--- src/rtl/alu_mul_sequencer.sv ---
// alu_mul_sequencer: owns the shared ALU to run a shift-and-add unsigned multiply.
// While idle (or in the one-cycle DONE state) the datapath's operands and control
// pass straight through to the ALU. During a multiply the sequencer takes the ALU
// and issues one ADD per cycle until the multiplier bits are exhausted.
module alu_mul_sequencer #(
    parameter int WIDTH = 64,
    parameter int CNTW  = 7
) (
    input  logic             CLK,
    input  logic             Reset,
    input  logic             Start,
    input  logic [WIDTH-1:0] OpA,
    input  logic [WIDTH-1:0] OpB,
    output logic             Busy,
    output logic             Done,
    output logic [WIDTH-1:0] Result,
    output logic             ZeroFlag,
    output logic             Grant,
    input  logic [WIDTH-1:0] DpBusA,
    input  logic [WIDTH-1:0] DpBusB,
    input  logic [3:0]       DpCtrl,
    output logic [WIDTH-1:0] AluBusA,
    output logic [WIDTH-1:0] AluBusB,
    output logic [3:0]       AluCtrl,
    input  logic [WIDTH-1:0] AluBusW,
    input  logic             AluZero
);

    localparam logic [3:0] ALU_ADD = 4'b0010;

    typedef enum logic [1:0] {
        IDLE = 2'd0,
        RUN  = 2'd1,
        DONE = 2'd2
    } state_t;

    state_t           state;
    state_t           stateNext;
    logic [WIDTH-1:0] mcand;
    logic [WIDTH-1:0] mplier;
    logic [WIDTH-1:0] prod;
    logic [CNTW-1:0]  count;
    logic             accept;
    logic             lastIter;

    // A request is taken whenever the ALU is not already in use by a multiply.
    assign accept = (state != RUN) && Start;

    // Stop once no set multiplier bits remain above the one consumed this cycle,
    // or after WIDTH iterations at most.
    assign lastIter = ((mplier >> 1) == '0) || (count == CNTW'(WIDTH - 1));

    // State register.
    always_ff @(posedge CLK or posedge Reset) begin
        // NOTE: every clocked assignment is non-blocking so all registers update
        // from the same pre-edge values.
        if (Reset) begin
            state <= IDLE;
        end else begin
            state <= stateNext;
        end
    end

    // Next-state logic: DONE accepts a new Start directly for back-to-back runs.
    always_comb begin
        // NOTE: default first so every path assigns stateNext and no latch forms.
        stateNext = state;
        case (state)
            IDLE:    stateNext = Start ? RUN : IDLE;
            RUN:     stateNext = lastIter ? DONE : RUN;
            DONE:    stateNext = Start ? RUN : IDLE;
            default: stateNext = IDLE;
        endcase
    end

    // Output logic: status flags and the ALU ownership mux.
    always_comb begin
        Busy    = 1'b0;
        Done    = 1'b0;
        Grant   = 1'b1;
        AluBusA = DpBusA;
        AluBusB = DpBusB;
        AluCtrl = DpCtrl;
        case (state)
            RUN: begin
                Busy    = 1'b1;
                Grant   = 1'b0;
                AluBusA = prod;
                AluBusB = mplier[0] ? mcand : '0;
                AluCtrl = ALU_ADD;
            end
            DONE: begin
                Done = 1'b1;
            end
            default: ;
        endcase
    end

    // Multiply datapath: load on accept, shift/accumulate in RUN, capture at the end.
    always_ff @(posedge CLK or posedge Reset) begin
        if (Reset) begin
            mcand    <= '0;
            mplier   <= '0;
            prod     <= '0;
            count    <= '0;
            Result   <= '0;
            ZeroFlag <= 1'b0;
        end else if (accept) begin
            mcand  <= OpA;
            mplier <= OpB;
            prod   <= '0;
            count  <= '0;
        end else if (state == RUN) begin
            prod   <= AluBusW;
            mcand  <= mcand << 1;
            mplier <= mplier >> 1;
            count  <= count + CNTW'(1);
            if (lastIter) begin
                Result   <= AluBusW;
                ZeroFlag <= AluZero;
            end
        end
    end

endmodule

--- config.mk ---
export PLATFORM = sky130hd
export DESIGN_NAME = alu_mul_sequencer
export DESIGN_NICKNAME = d
export VERILOG_FILES = /design/src/rtl/alu_mul_sequencer.sv
export SDC_FILE = /design/constraint.sdc
export NUM_CORES = 1
export LEC_CHECK = 0
export CORE_ASPECT_RATIO = 0.7
export CORE_MARGIN = 5
export CORE_UTILIZATION = 34
export CTS_CLUSTER_SIZE = 10
export DETAILED_ROUTE_END_ITERATION = 8
export HOLD_SLACK_MARGIN = 0.15
export PLACE_DENSITY = 0.75
export SETUP_SLACK_MARGIN = 0.1
export SLEW_MARGIN = 20
export SYNTH_ARGS = -nofsm -noshare
export SYNTH_HDL_FRONTEND = slang
export SYNTH_SLANG_ARGS = --single-unit
--- constraint.sdc ---
create_clock -name CLK -period 28.7 [get_ports CLK]
set_input_delay 5.74 -clock CLK [delete_from_list [all_inputs] [get_ports CLK]]
set_output_delay 5.74 -clock CLK [all_outputs]
set_load 0.005 [all_outputs]
==> Word level (Yosys, flattened, before mapping) <==
Index checks and enable logic that the tools add are counted.
{ "totals": {"regBits": 266, "wordCells": 38} }
{ "op_classes": {"n_bitwise": 1, "eq_ne": 4, "mux": 18, "n_reduce_logical": 7, "n_addsub": 1} }
{ "ops": {"columns": ["op", "count"], "rows": [
  ["$mux W64", 9],
  ["$logic_not A64 Y1", 1],
  ["$mux W7", 2],
  ["$add A7 B1 Y7 const B", 1],
  ["$eq A7 B6 Y1 const B", 1],
  ["$mux W1", 4],
  ["$mux W4", 1],
  ["$pmux W2 S2", 1],
  ["$reduce_and A3 Y1", 1],
  ["$eq A2 B1 Y1 const B", 1],
  ["$eq A2 B2 Y1 const B", 1],
  ["$logic_not A2 Y1", 1],
  ["$mux W2", 1],
  ["$ne A2 B1 Y1 const B", 1],
  ["$reduce_bool A2 Y1", 1],
  ["$reduce_or A2 Y1", 1],
  ["$logic_and A1 B1 Y1", 1],
  ["$logic_or A1 B1 Y1", 1],
  ["$not A1 Y1", 1]
]} }

==> Logic depth before layout (Yosys ltp) <==
{ "logic_depth": {"ltp_word": 4, "mapped_depth": 9, "ltp_nobuf": 6} }

==> Worst setup path before layout <==
Ideal clock, no wire load.
{ "synth_timing": {"kind": "input to output", "start": "input port DpCtrl[1]", "end": "output port AluCtrl[1]", "path_slack_ns": 17.089, "path_stages": 1, "arrival_ns": 5.871, "path_cell_list": "nand2b_1"} }
{ "synth_via": {"elab_chain_cells": 1} }
{ "synth_lines": {"columns": ["element", "line_no", "text"], "rows": [
  ["start: declaration", "21", "input logic [3:0] DpCtrl,"],
  ["$mux W4", "84", "case (state)"],
  ["end: declaration", "24", "output logic [3:0] AluCtrl,"]
]} }
No other way between the ends.

==> Worst setup path after layout <==
{ "layout_timing": {"start": "input port DpBusA[49]", "end": "output port AluBusA[49]"} }
{ "layout_via": {"elab_chain_cells": 1} }
{ "layout_lines": {"columns": ["element", "line_no", "text"], "rows": [
  ["start: declaration", "19", "input logic [WIDTH-1:0] DpBusA,"],
  ["$mux W64", "84", null],
  ["end: declaration", "22", "output logic [WIDTH-1:0] AluBusA,"]
]} }
No other way between the ends.

==> impl_metrics.py <==
metrics = {
    "clock_network": {
        "clk_path_buf_depth": 3,
        "hold_buffers": 0,
        "htree_levels": 1,
        "clock_latency_ns": 0.57,
        "clk_pin_slew_ns": 0.05,
        "numCtsBuffers": 31,
        "root_buffer": "clkbuf_16",
        "cts_tree": "done",
        "cts_resized": 0,
        "post_cts_buffers": 0,
        "clock-sinks": 266,
    },
    "synthesis": {
        "syn-cell-area_um2": 14090,
        "yosysWarnings": 0,
        "synth_top_cell_by_area": "dfrtp_1",
        "synth_cell_type_count": 32,
        "ys_async_sr_fraction_pct": 100.0,
        "yosys_most_used_dff": "dfrtp_1",
        "synth_seq_cells": 266,
        "syn_inst": 1635,
        "synth_nets": 1964,
        "synth_top_area_share_pct": 47.25,
        "avgSynthCellArea_um2": 8.617,
        "synth_most_common_cell": "nand2_1",
        "ys_seq_area_share_pct": 47.25,
        "synthTopCellsByArea": "dfrtp_1 (47%), nand2_1 (16%), mux2i_1 (9.1%)",
        "synth_edf_count": 0,
        "synth_commonest_cells": "nand2_1 (587), dfrtp_1 (266), o21ai_0 (197)",
    },
    "global_route": {
        "grt_pass1_vias": 13401,
        "overflow": 0,
        "grt_usage_pct": 20.15,
        "antenna_found_initial": 1,
        "grt_max_degree": 248,
        "grt_pass1_wl_um": 76040,
    },
    "sta": {
        "finalHoldViolCount": 0,
        "fmax_ghz": 0.07861,
        "worst_slack_ns": 15.98,
        "period_needed_ns": 12.72,
        "tns_ns": 0,
        "setup-violations-final": 0,
        "finClkSkew_ns": 0.02197,
        "tightest_slew_ns": 1.037,
        "slew_headroom_pct": 30.85,
        "drv_slew": 0,
        "rsz0062_at_grt": "no",
        "fin_crit_sh_pct": 44.33,
    },
    "die": {
        "ios": 528,
        "dieArea_um2": 45670,
        "rows": 62,
        "dieHeight_um": 180.3,
        "start_util_pct": 34.40,
        "die_w_um": 253.3,
        "core_um2": 40960,
    },
    "pwr": {
        "powerDensity_nw_per_um2": 40.50,
        "cellLeakagePower_nw": 8.867,
        "finalPower_uw": 824.1,
        "peakVddDrop_v": 0.00004313,
    },
    "place": {
        "placed_cells": 2571,
        "gp_congestion": 0.8933,
        "hpwl_um": 33620,
        "dpl_cell_area_um2": 19500,
        "post-place-ws_ns": 15.98,
        "numPortBuffers": 527,
    },
    "critical_path": {
        "crit_arrival_ns": 6.98,
        "critPathRequiredTime_ns": 22.96,
        "critPathSlowestCell": "clkdlybuf4s50_1",
        "critPathMaxFanout": 1,
        "worstSetupPathType": "in -> out",
        "crit_path_max_incr_delay_ns": 0.54,
        "cp-end-kind": "output pin",
        "worst_setup_path_start_kind": "input port",
        "cp_cell_sequence": "clkdlybuf4s50_1, nand2_1, nand2_1, clkdlybuf4s50_1",
    },
    "detailed_routing": {
        "viasPerCell": 5.209,
        "drt_wl_total_um": 48820,
        "routedWlPerCell_um": 18.69,
        "drcViolationCount": 0,
        "ant_nets": 0,
        "drt_iter0_drc": 955,
        "routed-via-count": 13605,
        "first_pass_iters": 5,
    },
    "finish": {
        "drive_above_1_share_pct": 3.580,
        "stdcell_count": 2612,
        "nets": 2389,
        "fillCellCount": 3834,
        "area_delta_synth_final_pct": 44.42,
        "final_cell_area_um2": 20350,
    },
    "flow_run": {
        "maxCapViolCount": 0,
    },
    "min_path": {
        "worstHoldPathType": "reg -> reg",
    },
    "outcome": {
        "status": "completed",
    },
}
[registers in the layout, summed over array words and instances, names as in the netlist]
signal and flops:
mcand 64, mplier 64, Result 64, prod 64
ZeroFlag 1, state 2, count 7
[routing by layer]
layer,routed length [µm],global-route usage [%],share of wire [%],vias to the layer above
met5,0,0,0,-
met4,1072,3.928,2.2,0
met3,2937,3.982,6.0,73
met2,23850,34.34,49,437
met1,20960,26.91,43,6579
li1,-,-,-,6516
[critical path: cells and delay by family]
family	cells	cell delay, ns
buffers and inverters	2	1.03
AND/OR/NAND/NOR	2	0.21
[cell usage in the layout, fill, tap and decap left out, drive strengths merged, types with 15 or more instances in the layout]
cell             n
nor4            15
a2bb2oi         64
nand2          587
mux2i          128
nand3           67
o211ai         130
clkbuf          37
o21ai          197
clkdlybuf4s50  526
dfrtp          266
[metrics by stage]
step           utilization, %  hold slack, ns
2_1_floorplan               -          0.4428
6_report                49.68          0.4988
3_3_place_gp            47.62          0.4674
4_1_cts                 49.67          0.4964
3_5_place_dp            47.62          0.4872
5_1_grt                 49.68          0.5277
[worst paths after layout]
kind                            slack [ns]          end  startpoint  depth (start not counted)
worst max-delay path                 15.98  AluBusA[49]  DpBusA[49]                          4
worst max register to register       24.71   Result[59]    state[1]                          7
max in group asynchronous            21.60    mcand[47]       Reset                          3
min in group asynchronous             5.75   Result[45]       Reset                          2
worst min-delay path                  0.50     count[6]    count[6]                          1
worst min register to register        0.50     count[6]    count[6]                          1
[report_power, final]
| part | leakage (nW) | internal [mW] | switching [mW] | total, mW |
|---|---|---|---|---|
| sequential | 3.07 | 0.380 | 0.00291 | 0.383 |
| combinational | 5.39 | 0.0596 | 0.0346 | 0.0941 |
| clock | 0.409 | 0.196 | 0.152 | 0.347 |
[cells by family after synthesis]
| group | share of synthesized area [%] |
|---|---|
| adder cells (fa/ha/maj) | 0.08880 |
| buffers and inverters | 4.938 |
| AO/OA/AOI/OAI | 18.78 |
| multiplexers | 9.094 |
| AND/OR/NAND/NOR | 19.79 |
| XOR/XNOR | 0.06218 |
| flip-flops | 47.25 |
[layout make-up]
cell class	instances	area, µm²	area share (%)
antenna	1	2.502	0.01230
clock buffer	37	808.3	3.972
clock inverter	3	32.53	0.1599
inverter	3	26.28	0.1291
multi-input combinational	1221	6750	33.18
sequential	266	6658	32.72
tap	544	680.7	3.345
timing repair buffer	537	5389	26.49
Power figures use the tool's default switching activity.
